### config.mk
export PLATFORM = sky130hd
export DESIGN_NAME = mcu_exec_unit
export DESIGN_NICKNAME = d
export VERILOG_FILES = /design/src/rtl/mcu_pkg.sv /design/src/rtl/mcu_divider.sv /design/src/rtl/mcu_exec_unit.sv
export SDC_FILE = /design/constraint.sdc
export NUM_CORES = 2
export LEC_CHECK = 0
export CAP_MARGIN = 20
export CELL_PAD_IN_SITES_DETAIL_PLACEMENT = 1
export CELL_PAD_IN_SITES_GLOBAL_PLACEMENT = 1
export CORE_ASPECT_RATIO = 0.6
export CORE_MARGIN = 8
export CORE_UTILIZATION = 47
export DETAILED_ROUTE_END_ITERATION = 8
export PLACE_DENSITY = 0.87
export SYNTH_ARGS = -nofsm -noshare
export SYNTH_HDL_FRONTEND = slang
export SYNTH_SLANG_ARGS = --single-unit
### constraint.sdc
create_clock -name clk -period 10.1 [get_ports clk]
set_clock_uncertainty 0.1 [all_clocks]
set_input_delay 2.525 -clock clk [delete_from_list [all_inputs] [get_ports clk]]
set_output_delay 2.525 -clock clk [all_outputs]
set_load 0.02 [all_outputs]
### src/rtl/mcu_pkg.sv
// Shared definitions for the MCU execution unit: opcode encodings and the
// control state machine encoding.
package mcu_pkg;

  localparam int OP_W = 4;

  localparam logic [OP_W-1:0] OP_ADD   = 4'd0;
  localparam logic [OP_W-1:0] OP_SUB   = 4'd1;
  localparam logic [OP_W-1:0] OP_MUL   = 4'd2;
  localparam logic [OP_W-1:0] OP_DIV   = 4'd3;
  localparam logic [OP_W-1:0] OP_AND   = 4'd4;
  localparam logic [OP_W-1:0] OP_OR    = 4'd5;
  localparam logic [OP_W-1:0] OP_XOR   = 4'd6;
  localparam logic [OP_W-1:0] OP_LOAD  = 4'd7;
  localparam logic [OP_W-1:0] OP_STORE = 4'd8;
  localparam logic [OP_W-1:0] OP_REM   = 4'd9;

  typedef enum logic [1:0] {
    S_IDLE,
    S_DIV,
    S_RESP
  } state_t;

endpackage

### src/rtl/mcu_divider.sv
// Iterative restoring unsigned divider. One quotient bit is produced per
// clock; the first bit is produced in the start cycle itself, so done pulses
// for one cycle after DATA_W step edges. Divisor must be nonzero (the caller
// handles divide-by-zero without starting the divider).
module mcu_divider #(
  parameter int DATA_W = 32
) (
  input  logic              clk,
  input  logic              reset,
  input  logic              start,
  input  logic [DATA_W-1:0] dividend,
  input  logic [DATA_W-1:0] divisor,
  output logic              busy,
  output logic              done,
  output logic [DATA_W-1:0] quotient,
  output logic [DATA_W-1:0] remainder
);

  localparam int CNT_W = $clog2(DATA_W);

  logic [DATA_W-1:0] quo_q;
  logic [DATA_W-1:0] rem_q;
  logic [DATA_W-1:0] dsr_q;
  logic [CNT_W-1:0]  cnt_q;
  logic              busy_q;
  logic              done_q;

  logic [DATA_W-1:0] src_quo;
  logic [DATA_W-1:0] src_rem;
  logic [DATA_W-1:0] src_dsr;
  logic [DATA_W:0]   shifted;
  logic [DATA_W:0]   diff;
  logic              fits;

  // One restoring step; on start it operates on the fresh operands.
  always_comb begin
    // NOTE: every combinational output gets a default first so no path can leave it unassigned and infer a latch.
    src_quo = quo_q;
    src_rem = rem_q;
    src_dsr = dsr_q;
    if (start) begin
      src_quo = dividend;
      src_rem = '0;
      src_dsr = divisor;
    end
    shifted = {src_rem, src_quo[DATA_W-1]};
    diff    = shifted - {1'b0, src_dsr};
    fits    = (shifted >= {1'b0, src_dsr});
  end

  // Datapath and step counter; reset aborts any division in progress.
  always_ff @(posedge clk) begin
    // NOTE: sequential state uses non-blocking assignments so every register samples pre-edge values.
    if (!reset) begin
      quo_q  <= '0;
      rem_q  <= '0;
      dsr_q  <= '0;
      cnt_q  <= '0;
      busy_q <= 1'b0;
      done_q <= 1'b0;
    end else begin
      done_q <= 1'b0;
      if (start || busy_q) begin
        rem_q <= fits ? diff[DATA_W-1:0] : shifted[DATA_W-1:0];
        quo_q <= {src_quo[DATA_W-2:0], fits};
        dsr_q <= src_dsr;
      end
      if (start) begin
        cnt_q  <= CNT_W'(1);
        busy_q <= 1'b1;
      end else if (busy_q) begin
        cnt_q <= cnt_q + 1'b1;
        if (cnt_q == CNT_W'(DATA_W - 1)) begin
          busy_q <= 1'b0;
          done_q <= 1'b1;
        end
      end
    end
  end

  assign busy      = busy_q;
  assign done      = done_q;
  assign quotient  = quo_q;
  assign remainder = rem_q;

endmodule

### src/rtl/mcu_exec_unit.sv
// Handshaked MCU execution unit: single-cycle ALU ops, iterative divide and
// remainder, and load/store to an internal data memory. One command in
// flight at a time; one registered response per command.
module mcu_exec_unit
  import mcu_pkg::*;
#(
  parameter int DATA_W    = 32,
  parameter int MEM_DEPTH = 16,
  parameter int ADDR_W    = 4
) (
  input  logic              clk,
  input  logic              reset,
  input  logic              cmd_valid,
  output logic              cmd_ready,
  input  logic [OP_W-1:0]   cmd_op,
  input  logic [DATA_W-1:0] cmd_a,
  input  logic [DATA_W-1:0] cmd_b,
  input  logic [ADDR_W-1:0] cmd_addr,
  output logic              rsp_valid,
  input  logic              rsp_ready,
  output logic [DATA_W-1:0] rsp_data,
  output logic              rsp_err,
  output logic              rsp_ovf
);

  localparam int MEM_AW = (MEM_DEPTH > 1) ? $clog2(MEM_DEPTH) : 1;

  state_t state_q;
  state_t state_d;

  logic              accept;
  logic              div_op;
  logic              div_start;
  logic              div_busy;
  logic              div_done;
  logic [DATA_W-1:0] div_quo;
  logic [DATA_W-1:0] div_rem;
  logic              is_rem_q;

  logic              addr_ok;
  logic [MEM_AW-1:0] mem_idx;
  logic              mem_we;
  logic [DATA_W-1:0] mem [MEM_DEPTH];

  logic [DATA_W:0]     sum;
  logic [2*DATA_W-1:0] prod;
  logic [DATA_W-1:0]   res_data;
  logic                res_err;
  logic                res_ovf;

  assign div_op  = (cmd_op == OP_DIV) || (cmd_op == OP_REM);
  assign addr_ok = (int'(cmd_addr) < MEM_DEPTH);
  assign mem_idx = cmd_addr[MEM_AW-1:0];
  assign sum     = {1'b0, cmd_a} + {1'b0, cmd_b};
  assign prod    = {{DATA_W{1'b0}}, cmd_a} * {{DATA_W{1'b0}}, cmd_b};

  // Control state register.
  always_ff @(posedge clk) begin
    if (!reset) state_q <= S_IDLE;
    else        state_q <= state_d;
  end

  // Next-state decode.
  always_comb begin
    state_d = state_q;
    case (state_q)
      S_IDLE: if (accept) state_d = div_start ? S_DIV : S_RESP;
      // The divider cannot stop without done; fall back to IDLE if it ever does.
      S_DIV:  if (div_done) state_d = S_RESP;
              else if (!div_busy) state_d = S_IDLE;
      S_RESP: if (rsp_ready) state_d = S_IDLE;
      default: state_d = S_IDLE;
    endcase
  end

  // State-decoded controls: handshake, divider launch and memory write.
  always_comb begin
    cmd_ready = (state_q == S_IDLE);
    accept    = cmd_valid && cmd_ready;
    div_start = accept && div_op && (cmd_b != '0);
    mem_we    = accept && reset && (cmd_op == OP_STORE) && addr_ok;
  end

  // Single-cycle result for every non-running command.
  always_comb begin
    res_data = '0;
    res_err  = 1'b0;
    res_ovf  = 1'b0;
    case (cmd_op)
      OP_ADD: begin
        res_data = sum[DATA_W-1:0];
        res_ovf  = sum[DATA_W];
      end
      OP_SUB: begin
        res_data = cmd_a - cmd_b;
        res_ovf  = (cmd_a < cmd_b);
      end
      OP_MUL: begin
        res_data = prod[DATA_W-1:0];
        res_ovf  = |prod[2*DATA_W-1:DATA_W];
      end
      // Only reached with a zero divisor; nonzero divisors go to the divider.
      OP_DIV: begin
        res_data = '1;
        res_err  = 1'b1;
      end
      OP_REM: begin
        res_data = cmd_a;
        res_err  = 1'b1;
      end
      OP_AND: res_data = cmd_a & cmd_b;
      OP_OR:  res_data = cmd_a | cmd_b;
      OP_XOR: res_data = cmd_a ^ cmd_b;
      OP_LOAD: begin
        if (addr_ok) res_data = mem[mem_idx];
        else         res_err  = 1'b1;
      end
      OP_STORE: begin
        if (addr_ok) res_data = cmd_a;
        else         res_err  = 1'b1;
      end
      default: res_err = 1'b1;
    endcase
  end

  // Registered response; held stable until the consumer takes it.
  always_ff @(posedge clk) begin
    if (!reset) begin
      rsp_valid <= 1'b0;
      rsp_data  <= '0;
      rsp_err   <= 1'b0;
      rsp_ovf   <= 1'b0;
      is_rem_q  <= 1'b0;
    end else begin
      case (state_q)
        S_IDLE: begin
          if (accept) is_rem_q <= (cmd_op == OP_REM);
          if (accept && !div_start) begin
            rsp_valid <= 1'b1;
            rsp_data  <= res_data;
            rsp_err   <= res_err;
            rsp_ovf   <= res_ovf;
          end
        end
        S_DIV: begin
          if (div_done) begin
            rsp_valid <= 1'b1;
            rsp_data  <= is_rem_q ? div_rem : div_quo;
            rsp_err   <= 1'b0;
            rsp_ovf   <= 1'b0;
          end
        end
        S_RESP: if (rsp_ready) rsp_valid <= 1'b0;
        default: rsp_valid <= 1'b0;
      endcase
    end
  end

  // Data memory write port.
  always_ff @(posedge clk) begin
    // NOTE: memory arrays are deliberately not reset so they map onto RAM and keep contents across reset.
    if (mem_we) mem[mem_idx] <= cmd_a;
  end

  mcu_divider #(
    .DATA_W (DATA_W)
  ) u_divider (
    .clk       (clk),
    .reset     (reset),
    .start     (div_start),
    .dividend  (cmd_a),
    .divisor   (cmd_b),
    .busy      (div_busy),
    .done      (div_done),
    .quotient  (div_quo),
    .remainder (div_rem)
  );

endmodule

==> metrics.md <==
| Metric | Value |
|---|---|
| Outcome | `finished with violations` |
| Failing checks | `negative setup slack` |
| Detail-routed via count per cell | `between 6 and 7` |
| Post-synthesis instance area | `64500 um2` |
| Crit path required time | `about 11000 ps` |
| Hold Path Depth | `1` |
| Number of enable flip-flop cells after synthesis | `512` |
| Avg Cell Area, Syn | `10.4 um2` |
| Period minus WS final | `10150 ps` |
| Critical-path cell list | `buf_2, buf_4, nand2_1, fa_1, fa_2, fa_1, fa_1, fa_1, fa_1, fa_1, fa_1, inv_2, ha_4, nand4_1, or3_4, o311a_1, o31a_1, buf_6, nand3b_1, a41o_1, nor4_2, nand4_1, nor4_1, nor2_1` |
| CTS tree | `built` |
| GR Util met3 | `18.6%` |
| Cell variety after synth | `84` |
| GR met2 Demand/Resource | `a little over half` |
| Number of iterations in the first detailed-routing pass | `9` |
| Area share of the largest cell type after synthesis | `around 28%` |
| Synth top area cells | `sky130_fd_sc_hd__fa_1 (28%), sky130_fd_sc_hd__edfxtp_1 (24%), sky130_fd_sc_hd__ha_1 (7.7%)` |
| RR Startpoint | `state_q[1]$_SDFFE_PN0P_` |
| Final cell count without fillers | `approximately 8700` |
| Mapped Cells | `6181` |
| Clock latency on the worst-skew pair | `670 ps` |
| Leading area contributor after synthesis | `sky130_fd_sc_hd__fa_1` |
| Clock sink count | `653` |
| Sum of overflow across all layers after global routing | `0` |
| Max_slew headroom | `17.6%` |
| Synth Net Count | `~7600` |
| Detailed router's first-iteration violation count | `8847` |
| Kind of critical path | `input pin to flop` |
| Most common cell in the synthesized netlist | `sky130_fd_sc_hd__fa_1` |
| Busiest layer in global routing | `met2` |
| Area growth syn-to-layout | `20.7%` |
| Worst Max-Slew Pin Slew | `1220 ps` |
| Final Slew Violations | `0` |
| First-pass GRT wire length | `425000 um` |
| Data arrival time of the worst path | `10590 ps` |
| Critical path startpoint category | `input pin` |
| Number of antenna violations at the first check in global routing | `33` |
| Maximum clock frequency | `98.6 MHz` |
| Clock buffer depth | `3` |
| Pin count of the biggest net entering global routing | `99` |
| Fraction of final layout cells with drive strength greater than 1 | `20.6%` |
| Sequential share of the synthesized area | `28.2%` |
| Clock buffer count from CTS | `67` |
| Vias in the first global route | `59300` |
| Drt total wl | `306000 um` |
| Die area | `150000 um2` |
| Via Count | `57400` |
| Crit path max fanout | `12` |
| Die Wd | `~500 um` |
| DIE HEIGHT | `303 um` |
| Final hold viol count | `0` |
| Count of pins on the block boundary | `112` |
| Terminating pin of the worst hold path | `rsp_data[3]$_SDFFE_PN0P_` |
| Cell row count | `105` |
| Highest-delay cell along the critical path | `sky130_fd_sc_hd__fa_2` |
| Total of fill cells in the finished design | `14600` |
| # Max-Cap Violations | `0` |
| Worst Setup Slack, final | `-45.3 ps` |
| Critical path capture point type | `flop` |
| Class of the most critical hold timing path | `flop to flop` |
| Number of I/O port buffers | `111` |
| Async set or reset register ratio after synthesis | `0%` |
| Flip-flop and latch count after synthesis | `approximately 650` |
| Yosys warning total | `0` |
| Placed wire-length estimate after detailed placement | `approximately 240000 um` |
| M1 GR Usage | `51.3%` |
| Clock transition at the registers of the reported paths | `around 60 ps` |
| Prevailing post-synth register cell | `sky130_fd_sc_hd__edfxtp_1` |
| Worst setup slack for register-to-register paths | `3620 ps` |
| Fin crit share | `100%` |
| Worst Hold Launch | `rsp_data[3]$_SDFFE_PN0P_` |
| Standard cell core area | `136000 um2` |
| Overall track demand over capacity in global routing | `39.3%` |
| Top cell by count, worst path | `sky130_fd_sc_hd__fa_1` |
| CTS Root Cell | `sky130_fd_sc_hd__clkbuf_16` |
| Total setup violations reported at the end of the flow | `1` |
| RePlAce Congestion | `1.07` |
| Number of cell instances on the worst register-to-register path | `20` |
| Maximum single-stage delay on the critical path | `roughly 640 ps` |
| Mean routed wirelength per cell | `35.1 um` |
| Synth cell count leaders | `sky130_fd_sc_hd__fa_1 (898), sky130_fd_sc_hd__inv_1 (823), sky130_fd_sc_hd__nor2_1 (801)` |
| DRC errors left | `0` |
| Starting density of the core | `47.3%` |
| Antenna-violating nets left | `0` |
| Final layout net count | `between 8000 and 9000` |
| Count of H-tree levels built during CTS | `3` |
| Post-placement cell count | `8535` |
| Endpoint of the lowest-slack register-to-register path | `u_divider.remainder[30]$_SDFFE_PN0P_` |
-- timing repair --
action                                  CTS  global route
gates cloned                              1             5
resized for setup                        92           250
hold buffers                              0             0
endpoints found under the setup margin    6            12
pin swaps                                25           105
buffers inserted                         14            37
-- flip-flops by register name, summed over array words and instances, names as in the netlist, 2 cells and up --
| register | flops |
|---|---|
| mem | 512 |
| rsp_data | 32 |
| u_divider.dsr_q | 32 |
| u_divider.quotient | 32 |
| u_divider.remainder | 32 |
| u_divider.cnt_q | 5 |
| state_q | 2 |
-- layout make-up --
| class | count | area [um2] | share of cell area [%] |
|---|---|---|---|
| timing repair buffer | 984 | 9180 | 11.8 |
| clock inverter | 36 | 444 | 0.571 |
| inverter | 854 | 3240 | 4.17 |
| sequential | 653 | 18200 | 23.4 |
| clock buffer | 84 | 1750 | 2.25 |
| antenna | 21 | 52.6 | 0.0676 |
| tap | 1819 | 2280 | 2.93 |
| multi-input combinational | 4281 | 42600 | 54.8 |
-- how the worst max path moves through the flow --
stage          startpoint                   end  slack [ps]  depth (start not counted)
6_report        cmd_a[10]  rsp_ovf$_SDFFE_PN0P_         -50                         24
3_5_place_dp    cmd_a[18]  rsp_ovf$_SDFFE_PN0P_       -1160                         29
4_1_cts          cmd_b[9]  rsp_ovf$_SDFFE_PN0P_         0.6                         26
5_1_grt          cmd_b[9]  rsp_ovf$_SDFFE_PN0P_         -80                         28
3_3_place_gp    cmd_a[21]  rsp_ovf$_SDFFE_PN0P_       -1020                         29
2_1_floorplan    cmd_b[9]  rsp_ovf$_SDFFE_PN0P_           2                         26
-- through the flow --
stage	utilization (%)	area (um2)	hold slack [ps]	setup WS [ps]	setup TNS, ps
floorplan	-	64500	339	2.50	0
global placement	54.1	73800	382	-1020	-8530
detailed placement	54.1	73800	385	-1160	-10660
CTS	56.1	76600	400	0.631	0
global route	57.0	77700	417	-80.0	-124
finish	57.0	77800	395	-45.3	-45.3
-- per-layer routing --
metal,share of wire (%),wire (um)
met2,39,120000
met5,0.10,318
met4,7.1,21700
met3,17,52900
met1,36,111000
-- worst max-delay path, delay by kind of cell --
kind            cells  cell delay, ps
simple gates        8            1840
fa+ha+maj           9            4580
buf+inv             4             890
compound gates      3             710
-- cells in the final DEF, fill, tap and decap left out, types with 45 or more instances in the layout --
| master | Yosys | final |
|---|---|---|
| sky130_fd_sc_hd__dfxtp_1 | 141 | 139 |
| sky130_fd_sc_hd__o211a_1 | 60 | 60 |
| sky130_fd_sc_hd__nor2b_1 | 52 | 50 |
| sky130_fd_sc_hd__fa_1 | 898 | 862 |
| sky130_fd_sc_hd__nor3_1 | 55 | 45 |
| sky130_fd_sc_hd__clkdlybuf4s50_1 | 0 | 47 |
| sky130_fd_sc_hd__o21ai_0 | 145 | 136 |
| sky130_fd_sc_hd__buf_4 | 0 | 725 |
| sky130_fd_sc_hd__nand2_1 | 626 | 619 |
| sky130_fd_sc_hd__nor2_1 | 801 | 749 |
| sky130_fd_sc_hd__and2_1 | 50 | 50 |
| sky130_fd_sc_hd__edfxtp_1 | 512 | 512 |
| sky130_fd_sc_hd__mux4_2 | 160 | 160 |
| sky130_fd_sc_hd__ha_1 | 395 | 361 |
| sky130_fd_sc_hd__a21o_1 | 47 | 47 |
| sky130_fd_sc_hd__buf_12 | 0 | 109 |
| sky130_fd_sc_hd__xnor2_1 | 52 | 51 |
| sky130_fd_sc_hd__a21oi_1 | 248 | 233 |
| sky130_fd_sc_hd__a221oi_1 | 51 | 48 |
| sky130_fd_sc_hd__clkbuf_16 | 0 | 71 |
| sky130_fd_sc_hd__inv_1 | 823 | 798 |
| sky130_fd_sc_hd__mux2i_1 | 70 | 69 |
-- cell families (layout without fill, tap and decap cells) --
logic type	count (synthesis)	count (layout)	synth area share (%)
compound gates	869	869	9.21
xor+xnor	86	86	1.17
flops	653	653	28.2
other cells	0	21	0
simple gates	1797	1797	11.8
fa+ha+maj	1293	1293	35.6
buf+inv	1247	1958	7.28
mux	236	236	6.78
Power is not shown: default switching activity piles up to over one toggle a cycle in this logic, so the estimate is an artifact.
